<file path="src/rtl/sr_ctrl_pkg.sv">
// Shared constants and types for the SR flip-flop controller.
package sr_ctrl_pkg;

    localparam int DEB_CYCLES_DEF = 4;  // stable synchronized cycles to accept a level change
    localparam int CNT_W_DEF      = 8;  // width of each issued-pulse counter
    localparam int DEB_CNT_W      = 8;  // width of the per-channel debounce counter

    typedef logic [DEB_CNT_W-1:0] deb_cnt_t;

    // Outcome of one arbitration cycle.
    typedef enum logic [1:0] {
        ARB_NONE,
        ARB_SET,
        ARB_CLR
    } arb_t;

endpackage

</file>
<file path="src/rtl/sr_ctrl_if.sv">
// Signal bundle between the controller and its environment.
interface sr_ctrl_if #(
    parameter int CNT_W = sr_ctrl_pkg::CNT_W_DEF
);
    logic             set_in;   // raw asynchronous set request
    logic             clr_in;   // raw asynchronous clear request
    logic             q_fb;     // Q fed back from the downstream SR flip-flop
    logic             S;        // registered set pulse
    logic             R;        // registered reset pulse
    logic             busy;     // debounce or deferred set in progress
    logic [CNT_W-1:0] set_cnt;  // issued S pulses, saturating
    logic [CNT_W-1:0] clr_cnt;  // issued R pulses, saturating

    modport master (
        output set_in, clr_in, q_fb,
        input  S, R, busy, set_cnt, clr_cnt
    );

    modport slave (
        input  set_in, clr_in, q_fb,
        output S, R, busy, set_cnt, clr_cnt
    );
endinterface

</file>
<file path="src/rtl/sr_debounce.sv">
// One input channel: 2-flop synchronizer, debounce counter and a
// registered one-cycle pulse on each accepted 0->1 level change.
module sr_debounce
    import sr_ctrl_pkg::*;
#(
    parameter int DEB_CYCLES = DEB_CYCLES_DEF
) (
    input  logic clock,
    input  logic reset,
    input  logic raw_i,
    output logic rise_o,
    output logic busy_o
);

    localparam deb_cnt_t LAST = deb_cnt_t'(DEB_CYCLES - 1);

    logic     sync1_q, sync2_q;
    logic     level_q, level_d;
    logic     rise_q, rise_d;
    deb_cnt_t cnt_q, cnt_d;

    // Count consecutive disagreeing cycles; toggle the level on the last one.
    always_comb begin
        // NOTE: every output of this block gets a default first so no latch is inferred.
        level_d = level_q;
        rise_d  = 1'b0;
        cnt_d   = '0;
        if (sync2_q != level_q) begin
            if (cnt_q == LAST) begin
                level_d = ~level_q;
                rise_d  = ~level_q;
            end else begin
                cnt_d = cnt_q + 1'b1;
            end
        end
    end

    // Synchronizer and debounce state; a reset discards any partial count.
    always_ff @(posedge clock or negedge reset) begin
        // NOTE: reset is asynchronous active-low, so it sits in the sensitivity list.
        if (!reset) begin
            sync1_q <= 1'b0;
            sync2_q <= 1'b0;
            level_q <= 1'b0;
            rise_q  <= 1'b0;
            cnt_q   <= '0;
        end else begin
            // NOTE: non-blocking assignments let the two synchronizer flops shift in one edge.
            sync1_q <= raw_i;
            sync2_q <= sync1_q;
            level_q <= level_d;
            rise_q  <= rise_d;
            cnt_q   <= cnt_d;
        end
    end

    assign rise_o = rise_q;
    assign busy_o = (cnt_q != '0);

endmodule

</file>
<file path="src/rtl/sr_ctrl.sv">
// SR flip-flop controller: debounces set/clear requests, suppresses
// redundant ones against Q, defers a set that collides with a clear,
// and counts the pulses it issues.
module sr_ctrl
    import sr_ctrl_pkg::*;
#(
    parameter int DEB_CYCLES = DEB_CYCLES_DEF,
    parameter int CNT_W      = CNT_W_DEF
) (
    input  logic     clock,
    input  logic     reset,
    sr_ctrl_if.slave bus
);

    localparam logic [CNT_W-1:0] CNT_MAX = '1;

    logic             set_req, clr_req;
    logic             set_busy, clr_busy;
    arb_t             arb;
    logic             pend_q, pend_d;
    logic             s_q, r_q;
    logic [CNT_W-1:0] set_cnt_q, set_cnt_d;
    logic [CNT_W-1:0] clr_cnt_q, clr_cnt_d;

    sr_debounce #(.DEB_CYCLES(DEB_CYCLES)) u_deb_set (
        .clock  (clock),
        .reset  (reset),
        .raw_i  (bus.set_in),
        .rise_o (set_req),
        .busy_o (set_busy)
    );

    sr_debounce #(.DEB_CYCLES(DEB_CYCLES)) u_deb_clr (
        .clock  (clock),
        .reset  (reset),
        .raw_i  (bus.clr_in),
        .rise_o (clr_req),
        .busy_o (clr_busy)
    );

    // Clear wins any collision; a colliding set waits one cycle, and a
    // request that would not change Q is dropped without a count.
    always_comb begin
        arb    = ARB_NONE;
        pend_d = 1'b0;
        if (clr_req) begin
            if (bus.q_fb) begin
                arb = ARB_CLR;
            end
            pend_d = set_req;
        end else if (set_req || pend_q) begin
            if (!bus.q_fb) begin
                arb = ARB_SET;
            end
        end
    end

    // Saturating pulse counters.
    always_comb begin
        set_cnt_d = set_cnt_q;
        clr_cnt_d = clr_cnt_q;
        if (arb == ARB_SET && set_cnt_q != CNT_MAX) begin
            set_cnt_d = set_cnt_q + 1'b1;
        end
        if (arb == ARB_CLR && clr_cnt_q != CNT_MAX) begin
            clr_cnt_d = clr_cnt_q + 1'b1;
        end
    end

    // Registered pulses, pending flag and counters.
    always_ff @(posedge clock or negedge reset) begin
        if (!reset) begin
            s_q       <= 1'b0;
            r_q       <= 1'b0;
            pend_q    <= 1'b0;
            set_cnt_q <= '0;
            clr_cnt_q <= '0;
        end else begin
            s_q       <= (arb == ARB_SET);
            r_q       <= (arb == ARB_CLR);
            pend_q    <= pend_d;
            set_cnt_q <= set_cnt_d;
            clr_cnt_q <= clr_cnt_d;
        end
    end

    assign bus.S       = s_q;
    assign bus.R       = r_q;
    assign bus.busy    = set_busy | clr_busy | pend_q;
    assign bus.set_cnt = set_cnt_q;
    assign bus.clr_cnt = clr_cnt_q;

endmodule

</file>
<file path="src/flat_wrapper.sv">
// flat-port wrapper written by rule: the top's interface ports become plain ports
module sr_ctrl_flat import sr_ctrl_pkg::*;
#(
    parameter int DEB_CYCLES = DEB_CYCLES_DEF,
    parameter int CNT_W      = CNT_W_DEF
)
  (clock, reset, bus_set_in, bus_clr_in, bus_q_fb, bus_S, bus_R, bus_busy, bus_set_cnt, bus_clr_cnt);
  sr_ctrl_if #(.CNT_W(CNT_W)) bus_i ();
  input  logic clock;
  input  logic reset;
  input wire logic [$bits(bus_i.set_in)-1:0] bus_set_in;
  input wire logic [$bits(bus_i.clr_in)-1:0] bus_clr_in;
  input wire logic [$bits(bus_i.q_fb)-1:0] bus_q_fb;
  output wire logic [$bits(bus_i.S)-1:0] bus_S;
  output wire logic [$bits(bus_i.R)-1:0] bus_R;
  output wire logic [$bits(bus_i.busy)-1:0] bus_busy;
  output wire logic [$bits(bus_i.set_cnt)-1:0] bus_set_cnt;
  output wire logic [$bits(bus_i.clr_cnt)-1:0] bus_clr_cnt;
  assign bus_i.set_in = bus_set_in;
  assign bus_i.clr_in = bus_clr_in;
  assign bus_i.q_fb = bus_q_fb;
  assign bus_S = bus_i.S;
  assign bus_R = bus_i.R;
  assign bus_busy = bus_i.busy;
  assign bus_set_cnt = bus_i.set_cnt;
  assign bus_clr_cnt = bus_i.clr_cnt;
  sr_ctrl #(.DEB_CYCLES(DEB_CYCLES), .CNT_W(CNT_W)) u_core (.clock(clock), .reset(reset), .bus(bus_i));
endmodule
</file>
<file path="config.mk">
export PLATFORM = sky130hd
export DESIGN_NAME = sr_ctrl_flat
export DESIGN_NICKNAME = d
export VERILOG_FILES = /design/src/rtl/sr_ctrl_pkg.sv /design/src/rtl/sr_ctrl_if.sv /design/src/rtl/sr_debounce.sv /design/src/rtl/sr_ctrl.sv /design/src/flat_wrapper.sv
export SDC_FILE = /design/constraint.sdc
export NUM_CORES = 1
export LEC_CHECK = 0
export ABC_AREA = 1
export CORE_ASPECT_RATIO = 1.75
export CORE_MARGIN = 3
export CORE_UTILIZATION = 50
export DETAILED_ROUTE_END_ITERATION = 10
export PLACE_DENSITY_LB_ADDON = 0.2
export REMOVE_ABC_BUFFERS = 1
export SYNTH_ARGS = -nofsm -noshare
export SYNTH_HDL_FRONTEND = slang
export SYNTH_HIERARCHICAL = 1
export SYNTH_SLANG_ARGS = --single-unit
</file>
<file path="constraint.sdc">
create_clock -name clock -period 1.7 [get_ports clock]
set_input_delay 0.34 -clock clock [delete_from_list [all_inputs] [get_ports clock]]
set_output_delay 0.34 -clock clock [all_outputs]
set_load 0.005 [all_outputs]
</file>
==> summary.md, run 1 <==
| Metric | Value |
|---|---|
| Status | `complete, but fails checks` |
| Failing checks | `negative setup slack` |
| Area growth syn-to-layout | `26.59%` |
| Total global-route track usage | `approximately 18%` |
| Worst EP arrival | `between 1 and 1.5 ns` |
| Fin cells | `approximately 380` |
| DP Worst Slack | `-0.1206 ns` |
| Fmax | `approximately 0.56 GHz` |
| Clk root buf | `clkbuf_8` |
| FF-to-FF setup slack | `roughly 0.34 ns` |
| Post-synthesis register bit count | `43` |
| Largest net degree at the start of global routing | `27` |
| Starting DRC count in detailed routing | `43` |
| CTS tree | `built` |
| Avg WL per Cell | `~11 um` |
| Clk sinks | `43` |
| I/O pins | `24` |
| Area share of and/or/nand/nor cells after synthesis | `about a third` |
| CP peak stage delay | `approximately 0.40 ns` |
| Fin util | `roughly two thirds` |
| Area share of fa/ha/maj cells after synthesis | `under 10%` |
| Final wirelength | `approximately 4000 um` |
| Setup crit end kind | `output port` |
| Seq/Total Area, Yosys | `roughly half` |
| Setup CP Type | `register to output port` |
| Yosys warns | `6` |
| Peak supply drop | `0.9871 mV` |
| Clk slew on worst S/H paths | `0.08 ns` |
| Post-Synthesis Cells | `between 200 and 300` |
| Startpoint types | `register` |
| Cell Pwr Density | `roughly 1000 nW/um2` |
| Seq. cell area | `1077 um2` |
| Synthesized cell area | `about 2200 um2` |
| Main combinational cell family by area after synthesis | `simple AND/OR/NAND/NOR gates` |
| Synth Area in XOR/XNOR | `under 10%` |
| Tcrit/Tclk final | `105.3%` |
| Final instance area | `2764 um2` |
| CP top delay family | `simple AND/OR/NAND/NOR gates` |
| Max-Slew Margin vs Limit | `70.23%` |
| Clock share of power | `between 20% and 30%` |
| GR Overflow Total | `0` |
| Area occupied by multi-input gates | `approximately 1000 um2` |
| Vias post-DR | `1816` |
| Slew @ Worst Pin | `~0.45 ns` |
| Htree depth | `2` |
| Net Sw Frac | `a little under 30%` |
| Ordered list of cells on the worst path | `inv_2, ha_4, nand4_1, or3_1, buf_2` |
| Netlist cell types | `21` |
| Lkg Pwr | `about 1.3 nW` |
| Placed insts | `367` |
| DIE WIDTH | `55.95 um` |
| Final min period | `roughly 1.8 ns` |
| Die extent in y | `a little over 90 um` |
| Post-detail-place hpwl | `between 3000 and 4000 um` |
| Cts bufs inserted | `5` |
| Total internal power | `about 2 mW` |
| Synth Area in Compound Gates | `between 3 and 4%` |
| Setup TNS | `-0.08965 ns` |
| Layout net count | `approximately 340` |
| Clock skew | `between 0.002 and 0.0025 ns` |
| Die Area | `between 5000 and 6000 um2` |
| Final count of hold timing violations | `0` |
| Hold Crit Class | `register to register` |
| Buf+Inv Stages, Crit Path | `2` |
| Mux cell area share after synthesis | `0%` |
| Commonest non-fill, non-tap cell in the layout | `nand2_1` |
| Most frequent cells in the layout | `nand2_1, dfrtp_1, inv_1, nor2_1, clkdlybuf4s50_1` |
| Fill cells | `about 370` |
| Slowest CP cell | `dfrtp_1` |
| Vias in the first global route | `around 1800` |
| Final setup viols | `1` |
| RSZ-0062 raised after global routing | `true` |
| DRC | `0` |
| CTS max path bufs | `2` |
| Row cnt | `31` |
| Total core area | `around 4200 um2` |
| Share of layout cells above drive strength 1 | `between 10% and 20%` |
| Syn avg cell area | `7.968 um2` |
| DR pass1 iterations | `4` |
| Routability Congestion | `between 0.7 and 0.8` |
| I/O Buffers | `23` |
| Worst path required time | `between 1 and 1.5 ns` |
| Vias per cell | `~4.8` |
| Worst Setup Slack, final | `-0.08965 ns` |
| Sw power | `between 800 and 900 uW` |
| Placed cell areas | `approximately 2600 um2` |
| Power share of the combinational group | `approximately 29%` |
| First-pass GRT wire length | `roughly 7500 um` |
| DRT antenna net count | `0` |
| Starting density of the core | `52.12%` |
| Flop pwr share | `a little under half` |
| Max cap viols | `0` |
| Pins over their slew limit | `0` |
| Later-pin clock latency in the skew report | `roughly 0.28 ns` |
| Crit Path Max Fanout | `2` |
| Antenna diode count | `0` |
| Initial antenna violation count | `0` |
==> state kept, by name (all words and copies together) (netlist names), 8 cells and up <==
register / cells
u_core/bus.clr_cnt: 8
u_core/bus.set_cnt: 8
u_core/u_deb_clr/cnt_q: 8
u_core/u_deb_set/cnt_q: 8
==> what timing repair did <==
| item | CTS | global route |
|---|---|---|
| endpoints found under the setup margin | 1 | 2 |
| hold endpoints to repair | 2 | 0 |
| gates resized for setup | 8 | 3 |
| cloned | 0 | 0 |
| buffers inserted | 0 | 0 |
| hold buffers | 1 | 0 |
| pin swaps | 2 | 0 |
==> worst register-to-register path, stage by stage, from the launching register on <==
cell	delay, ns
dfrtp_1	0.43
ha_1	0.23
nand3_2	0.11
inv_1	0.09
nand2_1	0.06
nand2_2	0.14
inv_2	0.08
nand2_1	0.07
nand2_1	0.04
==> power by group through the flow <==
stage          clock, mW  combinational, mW  sequential, mW
2_1_floorplan          0              0.371            1.30
3_3_place_gp           0              0.787            1.28
3_5_place_dp           0              0.796            1.29
4_1_cts            0.723              0.805            1.28
5_1_grt            0.765              0.907            1.30
6_report           0.696              0.795            1.27
==> cell type report <==
type | count | area share (%)
flip-flops and latches | 43 | 38.98
well taps | 49 | 2.218
repair buffers | 45 | 14.49
multi-input cells | 199 | 36.35
clock buffers | 8 | 3.622
inverters | 32 | 4.346
==> routing by layer <==
layer  vias to the layer above  wire, um  track usage, %  part of all wire [%]
met5                         -         0               0                     0
met4                         0        36           7.525                  0.88
met3                         2        85           3.039                   2.1
met2                        21      2294           34.19                    56
met1                       841      1668           19.14                    41
li1                        952         -               -                     -
==> cell usage after synthesis <==
cell type / number / share of area, %
a21oi_1: 4 / 0.92
dfrtp_1: 43 / 49
ha_1: 6 / 3.4
inv_1: 29 / 5.0
inv_2: 3 / 0.52
nand2_1: 92 / 16
nand2_2: 7 / 2.0
nand2_4: 2 / 1.0
nand3_1: 16 / 3.7
nand3_2: 1 / 0.46
nand3b_1: 1 / 0.34
nand4_1: 2 / 0.57
nor2_1: 29 / 5.0
nor2_2: 10 / 2.9
nor2_4: 3 / 1.5
nor3_1: 6 / 1.4
o21ai_0: 9 / 2.1
o21ai_1: 1 / 0.23
or3_1: 1 / 0.29
xnor2_1: 6 / 2.4
xor2_1: 3 / 1.2
==> stage by stage <==
stage	total power, mW	hold slack, ns
3_3_place_gp	2.072	0.3109
6_report	2.764	0.3522
5_1_grt	2.970	0.3689
2_1_floorplan	1.672	0.04441
3_5_place_dp	2.089	0.3132
4_1_cts	2.805	0.3529
==> logic make-up after synthesis <==
group,count (synthesis)
AOI/OAI and AO/OA,14
xor gates and xnor gates,9
adders and majority gates,6
buffers and inverters,32
DFF,43
and+or+nand+nor,170
==> path summary, 6_finish.rpt <==
path	start	end	cells after the start
max	u_core/u_deb_set/cnt_q[0]	bus_busy	5
min	u_core/u_deb_clr/sync1_q	u_core/u_deb_clr/sync2_q	0
max reg2reg	u_core/bus.set_cnt[0]	u_core/bus.set_cnt[7]	8
min reg2reg	u_core/u_deb_clr/sync1_q	u_core/u_deb_clr/sync2_q	0
max in group asynchronous	reset	u_core/u_deb_clr/cnt_q[3]	3
min in group asynchronous	reset	u_core/bus.set_cnt[7]	2
Power figures use the tool's default switching activity.
==> inputs of run 2 (changes only) <==
--- a/config.mk
+++ b/config.mk
@@ -12,6 +12,7 @@
 export DETAILED_ROUTE_END_ITERATION = 10
 export PLACE_DENSITY_LB_ADDON = 0.2
 export REMOVE_ABC_BUFFERS = 1
+export SETUP_SLACK_MARGIN = 0.02
 export SYNTH_ARGS = -nofsm -noshare
 export SYNTH_HDL_FRONTEND = slang
 export SYNTH_HIERARCHICAL = 1
==> run 2 against run 1 <==
Effect of this change: combinational power is essentially flat; the flow still finishes with violations (negative setup slack); final cell count unchanged; largest cell class unchanged; core utilization grew 0.060 points; worst setup slack unchanged; critical path depth stayed put; via count did not move; clock skew about the same; flip-flop and latch count unchanged.
==> summary.md, run 2 (synthesized netlist as in run 1, its figures left out) <==
| Metric | Value |
|---|---|
| GR Overflow Total | `0` |
| DRT antenna net count | `0` |
| Final hold slack | `roughly 0.35 ns` |
| Vias post-DR | `~1800` |
| Pins over their slew limit | `0` |
| Lkg Pwr | `between 1 and 1.5 nW` |
| First-pass GRT wire length | `between 7000 and 8000 um` |
| Largest net degree at the start of global routing | `27` |
| Clock skew | `~0.002 ns` |
| Vias per cell | `around 4.8` |
| Fmax | `about 0.56 GHz` |
| Cts bufs inserted | `5` |
| Setup crit end kind | `output port` |
| Routability Congestion | `about 0.8` |
| RSZ-0062 raised after global routing | `true` |
| Starting density of the core | `roughly 52%` |
| Post-detail-place hpwl | `3097 um` |
| Most frequent cells in the layout | `nand2_1, dfrtp_1, inv_1, nor2_1, clkdlybuf4s50_1` |
| I/O pins | `24` |
| Total power | `2.764 mW` |
| Htree depth | `2` |
| Post-CTS Setup Inserts | `0` |
| Die extent in y | `93.42 um` |
| Initial antenna violation count | `0` |
| Cell Pwr Density | `between 900 and 1000 nW/um2` |
| Hold Crit Class | `register to register` |
| Failing checks | `negative setup slack` |
| Die Area | `roughly 5200 um2` |
| Worst EP arrival | `around 1.5 ns` |
| Fin util | `between 60% and 70%` |
| Clk sinks | `between 40 and 50` |
| Final instance area | `~2800 um2` |
| Slew @ Worst Pin | `0.4463 ns` |
| Worst path required time | `1.36 ns` |
| Final count of hold timing violations | `0` |
| Placed cell areas | `about 2600 um2` |
| Area growth syn-to-layout | `26.70%` |
| R2R depth | `8` |
| Placed insts | `approximately 370` |
| CTS tree | `built` |
| I/O Buffers | `23` |
| Later-pin clock latency in the skew report | `0.28 ns` |
| Row cnt | `31` |
| Max-Slew Margin vs Limit | `a little over two thirds` |
| Final min period | `around 1.8 ns` |
| Final wirelength | `4085 um` |
| Status | `complete, but fails checks` |
| Layout net count | `337` |
| Fin cells | `376` |
| DIE WIDTH | `between 50 and 60 um` |
| Startpoint types | `register` |
| Setup CP Type | `register to output port` |
| Worst Setup Slack, final | `-0.08965 ns` |
| Tcrit/Tclk final | `105.3%` |
| CTS max path bufs | `2` |
| Starting DRC count in detailed routing | `43` |
| DR pass1 iterations | `4` |
| Final setup viols | `1` |
| Vias in the first global route | `~1800` |
| Total core area | `between 4000 and 5000 um2` |
| Antenna diode count | `0` |
| Total global-route track usage | `between 10% and 20%` |
| Max cap viols | `0` |
| Crit Path Max Fanout | `2` |
| Commonest non-fill, non-tap cell in the layout | `nand2_1` |
| Peak supply drop | `about 1 mV` |
| Avg WL per Cell | `~11 um` |
| Hold Crit Depth | `0` |
| Clk root buf | `clkbuf_8` |
| Clk slew on worst S/H paths | `around 0.080 ns` |
| DRC | `0` |
| Share of layout cells above drive strength 1 | `around a fifth` |
## run 2: cell counts in the layout (fill, tap and decap cells not counted)
Identical to the previous run, type by type.
## run 2: what timing repair did
action | 4_1_cts | 5_1_grt
setup endpoints to repair | 1 | 4
gates resized for setup | 8 | 5
cloned | 0 | 0
pin swaps | 2 | 0
endpoints found under the hold margin | 2 | 0
hold buffers | 1 | 0
## run 2: power breakdown
part	switching, mW	leakage, nW	total (mW)	internal, mW
clock network	0.325	0.0515	0.696	0.371
registers	0.121	0.566	1.27	1.15
logic	0.373	0.702	0.795	0.422
## run 2: layout make-up
class,instances,area [um2]
Clock buffer,8,100.1
Fill cell,363,1423
Inverter,32,120.1
Multi-Input combinational cell,199,1005
Sequential cell,43,1080
Tap cell,49,61.31
Timing Repair Buffer,45,400.4
## run 2: path summary, 6_finish.rpt
check | from | to | slack [ns]
min in group asynchronous | reset | u_core/bus.set_cnt[7] | 0.52
setup reg to reg | u_core/bus.set_cnt[0] | u_core/bus.set_cnt[7] | 0.34
setup / recovery | u_core/u_deb_set/cnt_q[0] | bus_busy | -0.09
max in group asynchronous | reset | u_core/u_deb_clr/cnt_q[3] | 0.69
hold / removal | u_core/u_deb_clr/sync1_q | u_core/u_deb_clr/sync2_q | 0.35
hold reg to reg | u_core/u_deb_clr/sync1_q | u_core/u_deb_clr/sync2_q | 0.35
## run 2: metal layers
layer,vias up,GRT usage (%),share of wire (%)
met5,-,0,0
met4,0,7.525,0.88
met3,2,3.039,2.1
met2,21,34.19,56
met1,841,19.14,41
li1,952,-,-
## run 2: stage by stage
step,setup slack (ns),TNS [ns]
4_1_cts,-0.1178,-0.1178
3_3_place_gp,-0.1230,-0.1230
2_1_floorplan,0.3194,0
6_report,-0.08965,-0.08965
5_1_grt,-0.1596,-0.1596
3_5_place_dp,-0.1206,-0.1206
## run 2: critical path: stages, from the launching register on
cell and delay (ns):
dfrtp_1 0.40, inv_2 0.08, ha_4 0.12, nand4_1 0.08
or3_1 0.35, buf_2 0.13
==> inputs of run 3 (changes only) <==
--- a/config.mk
+++ b/config.mk
@@ -10,7 +10,7 @@
 export CORE_MARGIN = 3
 export CORE_UTILIZATION = 50
 export DETAILED_ROUTE_END_ITERATION = 10
-export PLACE_DENSITY_LB_ADDON = 0.2
+export PLACE_DENSITY = 0.68
 export REMOVE_ABC_BUFFERS = 1
 export SETUP_SLACK_MARGIN = 0.02
 export SYNTH_ARGS = -nofsm -noshare
==> constraint.sdc (replaced) <==
create_clock -name clock -period 2.2 [get_ports clock]
set_input_delay 0.44 -clock clock [delete_from_list [all_inputs] [get_ports clock]]
set_output_delay 0.44 -clock clock [all_outputs]
set_load 0.005 [all_outputs]
==> run 3 against run 2 <==
Effect of this change: the run now ends clean; clock power down 21%; combinational power fell by 40%; non-clock buffer count shrank 19; largest cell class unchanged.
==> summary.md, run 3 (synthesized netlist as in run 1, its figures left out) <==
| Metric | Value |
|---|---|
| Row cnt | `31` |
| DP Worst Slack | `0.2179 ns` |
| Slowest CP cell | `dfrtp_1` |
| Total power | `approximately 2 mW` |
| Lkg Pwr | `1.219 nW` |
| Clock share of power | `between 20% and 30%` |
| Routability Congestion | `~0.78` |
| Clock skew | `0.008068 ns` |
| Startpoint types | `register` |
| R2R depth | `8` |
| Vias post-DR | `1762` |
| Final setup viols | `0` |
| Status | `finished clean` |
| Clk sinks | `43` |
| CP top delay family | `simple AND/OR/NAND/NOR gates` |
| CTS tree | `built` |
| Die extent in y | `around 93 um` |
| Sw power | `between 600 and 700 uW` |
| Area growth syn-to-layout | `18.85%` |
| Final min period | `approximately 2.1 ns` |
| Worst EP arrival | `around 1.7 ns` |
| Share of layout cells above drive strength 1 | `approximately 12%` |
| Critical register-to-register path startpoint | `u_core/bus.clr_cnt[0]` |
| CTS max path bufs | `2` |
| R2r endpoint | `u_core/bus.clr_cnt[5]` |
| Tcrit/Tclk final | `a little over nine tenths` |
| Largest net degree at the start of global routing | `36` |
| Setup crit end kind | `output port` |
| Avg WL per Cell | `around 11 um` |
| Post-detail-place hpwl | `around 3000 um` |
| Cell Pwr Density | `a little under 800 nW/um2` |
| Die Area | `5227 um2` |
| Total global-route track usage | `between 10% and 20%` |
| Hold Crit Class | `input pin to asynchronous set/reset pin` |
| RSZ-0062 raised after global routing | `false` |
| Peak supply drop | `between 0.5 and 0.6 mV` |
| DIE WIDTH | `55.95 um` |
| DRC | `0` |
| DR pass1 iterations | `4` |
| Starting DRC count in detailed routing | `35` |
| Power share of the combinational group | `23.5%` |
| Setup CP Type | `register to output port` |
| Clk root buf | `clkbuf_8` |
| Final instance area | `about 2600 um2` |
| GR Overflow Total | `0` |
| Final wirelength | `~4000 um` |
| Slew @ Worst Pin | `a little under 0.8 ns` |
| I/O Buffers | `23` |
| Htree depth | `2` |
| Vias per cell | `between 4 and 5` |
| Vias in the first global route | `1682` |
| Commonest non-fill, non-tap cell in the layout | `nand2_1` |
| Initial antenna violation count | `0` |
| Starting density of the core | `about 52%` |
| Placed cell areas | `2485 um2` |
| FF-to-FF setup slack | `0.81 ns` |
| Layout net count | `between 300 and 400` |
| Setup TNS | `0 ns` |
| Max cap viols | `0` |
| Max-Slew Margin vs Limit | `between 40 and 50%` |
| Clk slew on worst S/H paths | `about 0.080 ns` |
| I/O pins | `24` |
| Worst Setup Slack, final | `about 0.10 ns` |
| Later-pin clock latency in the skew report | `0.29 ns` |
| Flop pwr share | `roughly half` |
| Total core area | `~4200 um2` |
| CP Depth | `5` |
| Total internal power | `roughly 1.4 mW` |
| Antenna diode count | `0` |
| Pins over their slew limit | `0` |
| Final count of hold timing violations | `0` |
| CP peak stage delay | `approximately 0.4 ns` |
| Fmax | `0.4764 GHz` |
| Buf+Inv Stages, Crit Path | `2` |
| Crit Path Max Fanout | `2` |
| DRT antenna net count | `0` |
| Cts bufs inserted | `5` |
| Ordered list of cells on the worst path | `inv_1, ha_1, nand4_1, or3_1, dlygate4sd2_1` |
| First-pass GRT wire length | `a little over 7000 um` |
| Net Sw Frac | `~31%` |
| Most frequent cells in the layout | `nand2_1, dfrtp_1, inv_1, nor2_1, clkdlybuf4s50_1` |
| Worst path required time | `between 1.5 and 2 ns` |
-- run 3: worst max-delay path by stage --
stage                    end                       from
floorplan           bus_busy  u_core/u_deb_clr/cnt_q[0]
global placement    bus_busy  u_core/u_deb_clr/cnt_q[0]
detailed placement  bus_busy  u_core/u_deb_clr/cnt_q[0]
CTS                 bus_busy  u_core/u_deb_clr/cnt_q[0]
global route        bus_busy  u_core/u_deb_clr/cnt_q[0]
finish              bus_busy  u_core/u_deb_clr/cnt_q[0]
-- run 3: final cells by class --
class                      instances  area (um2)
multi-input combinational        199       987.2
inverter                          32       120.1
fill                             388        1594
tap                               49       61.31
clock inverter                     1       7.507
clock buffer                       7       96.34
sequential                        43        1076
timing repair buffer              26       246.5
-- run 3: metrics by stage --
stage	cells	hold slack [ns]	util, %
after global placement	348	0.3328	59.32
after CTS	357	0.2383	61.95
after floorplan	274	0.1444	-
after global routing	357	0.2593	61.95
after detailed placement	348	0.3403	59.32
final	357	0.2152	61.95
-- run 3: worst register-to-register path, delay by kind of cell (launching register included) --
family,cells,cell delay (ns)
adder cells (fa/ha/maj),1,0.26
AND/OR/NAND/NOR,6,0.52
flip-flops,1,0.46
buffers and inverters,1,0.05
-- run 3: power groups by stage --
stage / registers (mW) / clock network, mW / logic (mW)
finish: 1.00 / 0.552 / 0.479
global route: 1.03 / 0.607 / 0.543
CTS: 1.00 / 0.576 / 0.490
detailed placement: 1.02 / 0 / 0.479
global placement: 1.01 / 0 / 0.469
floorplan: 1.00 / 0 / 0.287
-- run 3: what timing repair did --
| action | in CTS | in global routing |
|---|---|---|
| setup endpoints to repair | 1 | 0 |
| hold buffers | 0 | 0 |
| gates resized for setup | 1 | 0 |
| buffers inserted | 1 | 0 |
-- run 3: routing by layer --
layer | track usage [%] | routed length [um]
met2 | 29.94 | 2075
met4 | 8.713 | 85
met1 | 18.91 | 1729
met5 | 0 | 0
met3 | 4.006 | 145
